File: config.mk
export PLATFORM = sky130hd
export DESIGN_NAME = ext_gpio_in_filter
export DESIGN_NICKNAME = d
export VERILOG_FILES = /design/src/rtl/ext_gpio_defs_pkg.sv /design/src/rtl/ext_gpio_debounce_bit.sv /design/src/rtl/ext_gpio_in_filter.sv
export SDC_FILE = /design/constraint.sdc
export NUM_CORES = 1
export LEC_CHECK = 0
export ABC_CLOCK_PERIOD_IN_PS = 1440
export BUFFER_PORTS_ARGS = -buffer_cell sky130_fd_sc_hd__buf_2
export CORE_UTILIZATION = 50
export CTS_BUF_LIST = sky130_fd_sc_hd__clkbuf_8
export CTS_CLUSTER_SIZE = 8
export DETAILED_ROUTE_END_ITERATION = 10
export PLACE_DENSITY = 0.7
export SLEW_MARGIN = 30
export SYNTH_ARGS = -nofsm -noshare
export SYNTH_HDL_FRONTEND = slang
export SYNTH_SLANG_ARGS = --single-unit
File: constraint.sdc
create_clock -name sys_clk -period 1.44 [get_ports sys_clk]
set_input_delay 0.216 -clock sys_clk [delete_from_list [all_inputs] [get_ports sys_clk]]
set_output_delay 0.216 -clock sys_clk [all_outputs]
set_load 0.01 [all_outputs]
File: src/rtl/ext_gpio_defs_pkg.sv
// Shared GPIO definitions used by the input filter and the GPIO controller.
package ext_gpio_defs;

  localparam int GPIO_WIDTH          = 32;
  localparam int DEF_DEBOUNCE_CYCLES = 1000;
  localparam int DEF_CNT_WIDTH       = 10;
  localparam int DEF_SYNC_STAGES     = 2;

  // True when a counter of cnt_width bits can reach debounce_cycles-1.
  function automatic bit cnt_width_ok(input int cnt_width, input int debounce_cycles);
    return (64'(1) << cnt_width) >= 64'(debounce_cycles);
  endfunction

endpackage

File: src/rtl/ext_gpio_debounce_bit.sv
// One GPIO input bit: synchroniser, debounce counter, stable level and edge pulses.
module ext_gpio_debounce_bit #(
  parameter int   SYNC_STAGES     = 2,
  parameter int   DEBOUNCE_CYCLES = 1000,
  parameter int   CNT_WIDTH       = 10,
  parameter logic RESET_BIT       = 1'b0
) (
  input  logic sys_clk,
  input  logic sys_rst,
  input  logic pad,
  input  logic filter_en,
  output logic level,
  output logic rise,
  output logic fall
);

  localparam logic [CNT_WIDTH-1:0] CNT_LAST = CNT_WIDTH'(DEBOUNCE_CYCLES - 1);

  logic [SYNC_STAGES-1:0] sync_q;
  logic [CNT_WIDTH-1:0]   cnt_q;
  logic [CNT_WIDTH-1:0]   cnt_d;
  logic                   level_d;
  logic                   s;

  assign s = sync_q[SYNC_STAGES-1];

  always_comb begin
    cnt_d   = '0;
    level_d = level;
    if (!filter_en) begin
      level_d = s;
    end else if (s != level) begin
      // Counter saturates at the terminal value by accepting the new level and clearing.
      if (cnt_q == CNT_LAST) begin
        level_d = s;
      end else begin
        cnt_d = cnt_q + 1'b1;
      end
    end
  end

  always_ff @(negedge sys_clk) begin
    if (sys_rst) begin
      sync_q <= '0;
      cnt_q  <= '0;
      level  <= RESET_BIT;
      rise   <= 1'b0;
      fall   <= 1'b0;
    end else begin
      sync_q <= {sync_q[SYNC_STAGES-2:0], pad};
      cnt_q  <= cnt_d;
      level  <= level_d;
      rise   <= ~level & level_d;
      fall   <= level & ~level_d;
    end
  end

endmodule

File: src/rtl/ext_gpio_in_filter.sv
// Synchronises and debounces the GPIO pad inputs feeding the controller's gpio_in.
module ext_gpio_in_filter
  import ext_gpio_defs::*;
#(
  parameter int               WIDTH           = GPIO_WIDTH,
  parameter int               SYNC_STAGES     = DEF_SYNC_STAGES,
  parameter int               DEBOUNCE_CYCLES = DEF_DEBOUNCE_CYCLES,
  parameter int               CNT_WIDTH       = DEF_CNT_WIDTH,
  parameter logic [WIDTH-1:0] RESET_VAL       = '0
) (
  input  logic             sys_clk,
  input  logic             sys_rst,
  input  logic [WIDTH-1:0] pad_in,
  input  logic             filter_en,
  output logic [WIDTH-1:0] gpio_in,
  output logic [WIDTH-1:0] rise,
  output logic [WIDTH-1:0] fall
);

  if (SYNC_STAGES < 2 || DEBOUNCE_CYCLES < 1 || !cnt_width_ok(CNT_WIDTH, DEBOUNCE_CYCLES)) begin : g_bad_params
    $error("ext_gpio_in_filter: illegal parameter combination");
  end

  for (genvar i = 0; i < WIDTH; i++) begin : g_bit
    ext_gpio_debounce_bit #(
      .SYNC_STAGES     (SYNC_STAGES),
      .DEBOUNCE_CYCLES (DEBOUNCE_CYCLES),
      .CNT_WIDTH       (CNT_WIDTH),
      .RESET_BIT       (RESET_VAL[i])
    ) u_bit (
      .sys_clk   (sys_clk),
      .sys_rst   (sys_rst),
      .pad       (pad_in[i]),
      .filter_en (filter_en),
      .level     (gpio_in[i]),
      .rise      (rise[i]),
      .fall      (fall[i])
    );
  end

endmodule

==> results.yml <==
outcome:
  status: "finished with violations"
  violations: "setup timing"
timing:
  hold_slack_ns: 0.416
  rsz0062_at_grt: "yes"
  setup_viol: 99
  slew_headroom_pct: 73.2
  worst_slew_pin_slew_ns: 0.401
  finClkSkew_ns: 0.0289
  finalSetupTns_ns: -52.96
  maxSlewViolCount: 0
  hold_viol: 0
  layout_setup_ws_ns: -0.617
critical_path:
  r2r_slack_ns: -0.04
  worstPathMaxFanout: 2
  cp_num_buf_inv: 1
  cp_slowest_cell: "dfxtp_4"
  end_kind: "output pin"
  r2r_end: "g_bit[19].u_bit.rise"
  crit_type: "reg2out"
  r2r_cells: 6
  crit-reg2reg-launch: "g_bit[19].u_bit.cnt_q[1]"
  worstPathRequired_ns: 1.22
  start_kind: "flip-flop"
  crit_family: "flip-flops"
  crit_chain: "buf_6"
  slowest_delay_ns: 0.36
  cp.arrival_ns: 1.84
synthesis:
  synthCells: 2201
  synth_most_common_cell: "dfxtp_1"
  seq_area_frac_synth_pct: 47.4
  yosysUniqueCellTypes: 63
  synth_warnings: 0
  yosys-top-cells-area: "dfxtp_1 (47%), nor2_1 (6.9%), xor2_1 (4.0%), buf_4 (3.6%), nand3_1 (3.5%)"
  synth_nets: 2268
  ys_seq_elements: 480
  synthArstFlopShare_pct: 0
  yosysTopAreaCellShare_pct: 47.4
  synth_enable_flop_cells: 0
  ys_dominant_reg_cell: "dfxtp_1"
  netlist_area_sq_um: 20300
  avgSynthCellArea_sq_um: 9.21
  synth_area_leader_cell: "dfxtp_1"
  synth_commonest_cells: "dfxtp_1 (480), nor2_1 (371), nand3_1 (141), buf_4 (98), nand2_1 (97)"
cts:
  clk_pin_slew_worst_paths_ns: 0.06
  postCtsHoldBufs: 0
  clockBufferDepth: 3
  htree_levels: 3
  insertion_delay_ns: 0.65
  cts_tree: "done"
  cts_root_buf: "clkbuf_8"
  cts.sink_count: 480
  cts_made_buffers: 84
layout:
  fin_nets: 3060
  num_antenna_cells: 0
  synthToLayoutAreaGrowth_pct: 37.0
  fill_cells: 3035
  drive_above_1_share_pct: 27.4
worst_hold_path:
  hold_path_end: "g_bit[23].u_bit.cnt_q[0]"
  hp-class: "reg2reg"
  hold_start: "g_bit[23].u_bit.cnt_q[0]"
  min_path_cells: 1
floorplanning:
  initial_core_util_pct: 50.9
  dieArea_sq_um: 41300
  io_pins: 131
  fp.coreArea_sq_um: 39800
  die_w_microns: 203
  die_h_microns: 203
  fp-row-count: 73
detailed_routing:
  detail-route-antenna-nets: 0
  vias_per_cell: 5.06
  drtIter0Drc: 792
  drt_wl_total_microns: 47100
  wl_per_cell_microns: 13.2
  post-route-drc-count: 0
  vias: 18100
  first_pass_iters: 5
global_routing:
  grt_pass1_vias: 19100
  grt_pass1_wl_microns: 77300
  grt.overflow.total: 0
  grt_usage_pct: 22.0
  antenna_found_initial: 0
  grt_max_degree: 43
placed_design:
  preCtsSetupSlack_ns: -0.617
  port_buffers: 130
  dp_hpwl_microns: 28800
  place.gp.congestion: 0.827
power:
  ir_worst_vdd_v: 0.000818
  power_leakage_nw: 12.2
  finalPower_mw: 32.1
  powerDensity_nw_per_um2: 1160
flow_run:
  cap_viol_max_count: 0
[cells in the final DEF (no fill, tap or decap), types with 65 or more instances in the layout]
cell,instances
buf_6,78
nand2b_1,77
xnor2_1,76
dfxtp_1,348
buf_4,214
nand2_1,87
nand3_1,138
dfxtp_2,130
inv_1,573
xor2_1,92
nor2_1,355
nor2b_1,65
clkbuf_8,85
[per-layer routing]
layer	track usage, %	routed length, microns
met3	8.74	2210
met2	35.6	23300
met4	14.2	1210
met5	0	0
met1	23.9	20300
[sequential cells by signal (all words and copies together), names as in the netlist]
signal and flops:
g_bit.u_bit.fall 32, g_bit.u_bit.level 32, g_bit.u_bit.cnt_q 320, g_bit.u_bit.sync_q 64
g_bit.u_bit.rise 32
[cells by family after synthesis]
| logic type | Yosys count | share of synthesized area (%) |
|---|---|---|
| compound gates | 300 | 11.3 |
| xor+xnor | 168 | 7.26 |
| buf+inv | 203 | 5.77 |
| fa+ha+maj | 32 | 1.98 |
| mux | 32 | 1.58 |
| flops | 480 | 47.4 |
| simple gates | 986 | 24.7 |
[worst reg2reg max path, delay by kind of cell (launching register included)]
family          cells  cell delay (ns)
compound gates      1             0.27
fa+ha+maj           1             0.14
buf+inv             1             0.18
flops               1             0.34
simple gates        3             0.49
[per-stage QoR]
stage	std cells	utilization [%]	instance area, sq um
after floorplan	2201	-	20800
after global placement	2927	57.1	22700
after detailed placement	2927	57.1	22700
after CTS	3558	67.5	26900
after global routing	3569	69.7	27800
final	3569	69.7	27800
[how the worst max path moves through the flow]
| stage | cells past startpoint | slack [ns] | from | end |
|---|---|---|---|---|
| 2_1_floorplan | 6 | -0.46 | sys_rst | g_bit[22].u_bit.cnt_q[9] |
| 3_3_place_gp | 6 | -0.59 | filter_en | g_bit[7].u_bit.level |
| 3_5_place_dp | 7 | -0.62 | filter_en | g_bit[3].u_bit.cnt_q[5] |
| 4_1_cts | 1 | -0.63 | g_bit[11].u_bit.level | gpio_in[11] |
| 5_1_grt | 1 | -0.67 | g_bit[24].u_bit.level | gpio_in[24] |
| 6_report | 1 | -0.62 | g_bit[24].u_bit.level | gpio_in[24] |
[cell type report]
cell class,instances,area (sq um),area share (%)
inverter,74,290,1.05
clock inverter,532,2180,7.86
tap,525,657,2.37
multi-input combinational,1518,10800,38.8
sequential,480,9780,35.2
clock buffer,85,1170,4.21
timing repair buffer,355,2920,10.5
[where the power goes]
part	internal [mW]	switching, mW
registers	13.6	0.0941
clock network	8.17	9.27
logic	0.505	0.520
[timing repair]
item	4_1_cts	5_1_grt
endpoints found under the setup margin	167	325
setup buffers	15	12
resized for setup	165	208
pin swaps	19	97
cloned	0	0
hold endpoints to repair	0	0
No activity file was read; power rests on OpenSTA's default activity.
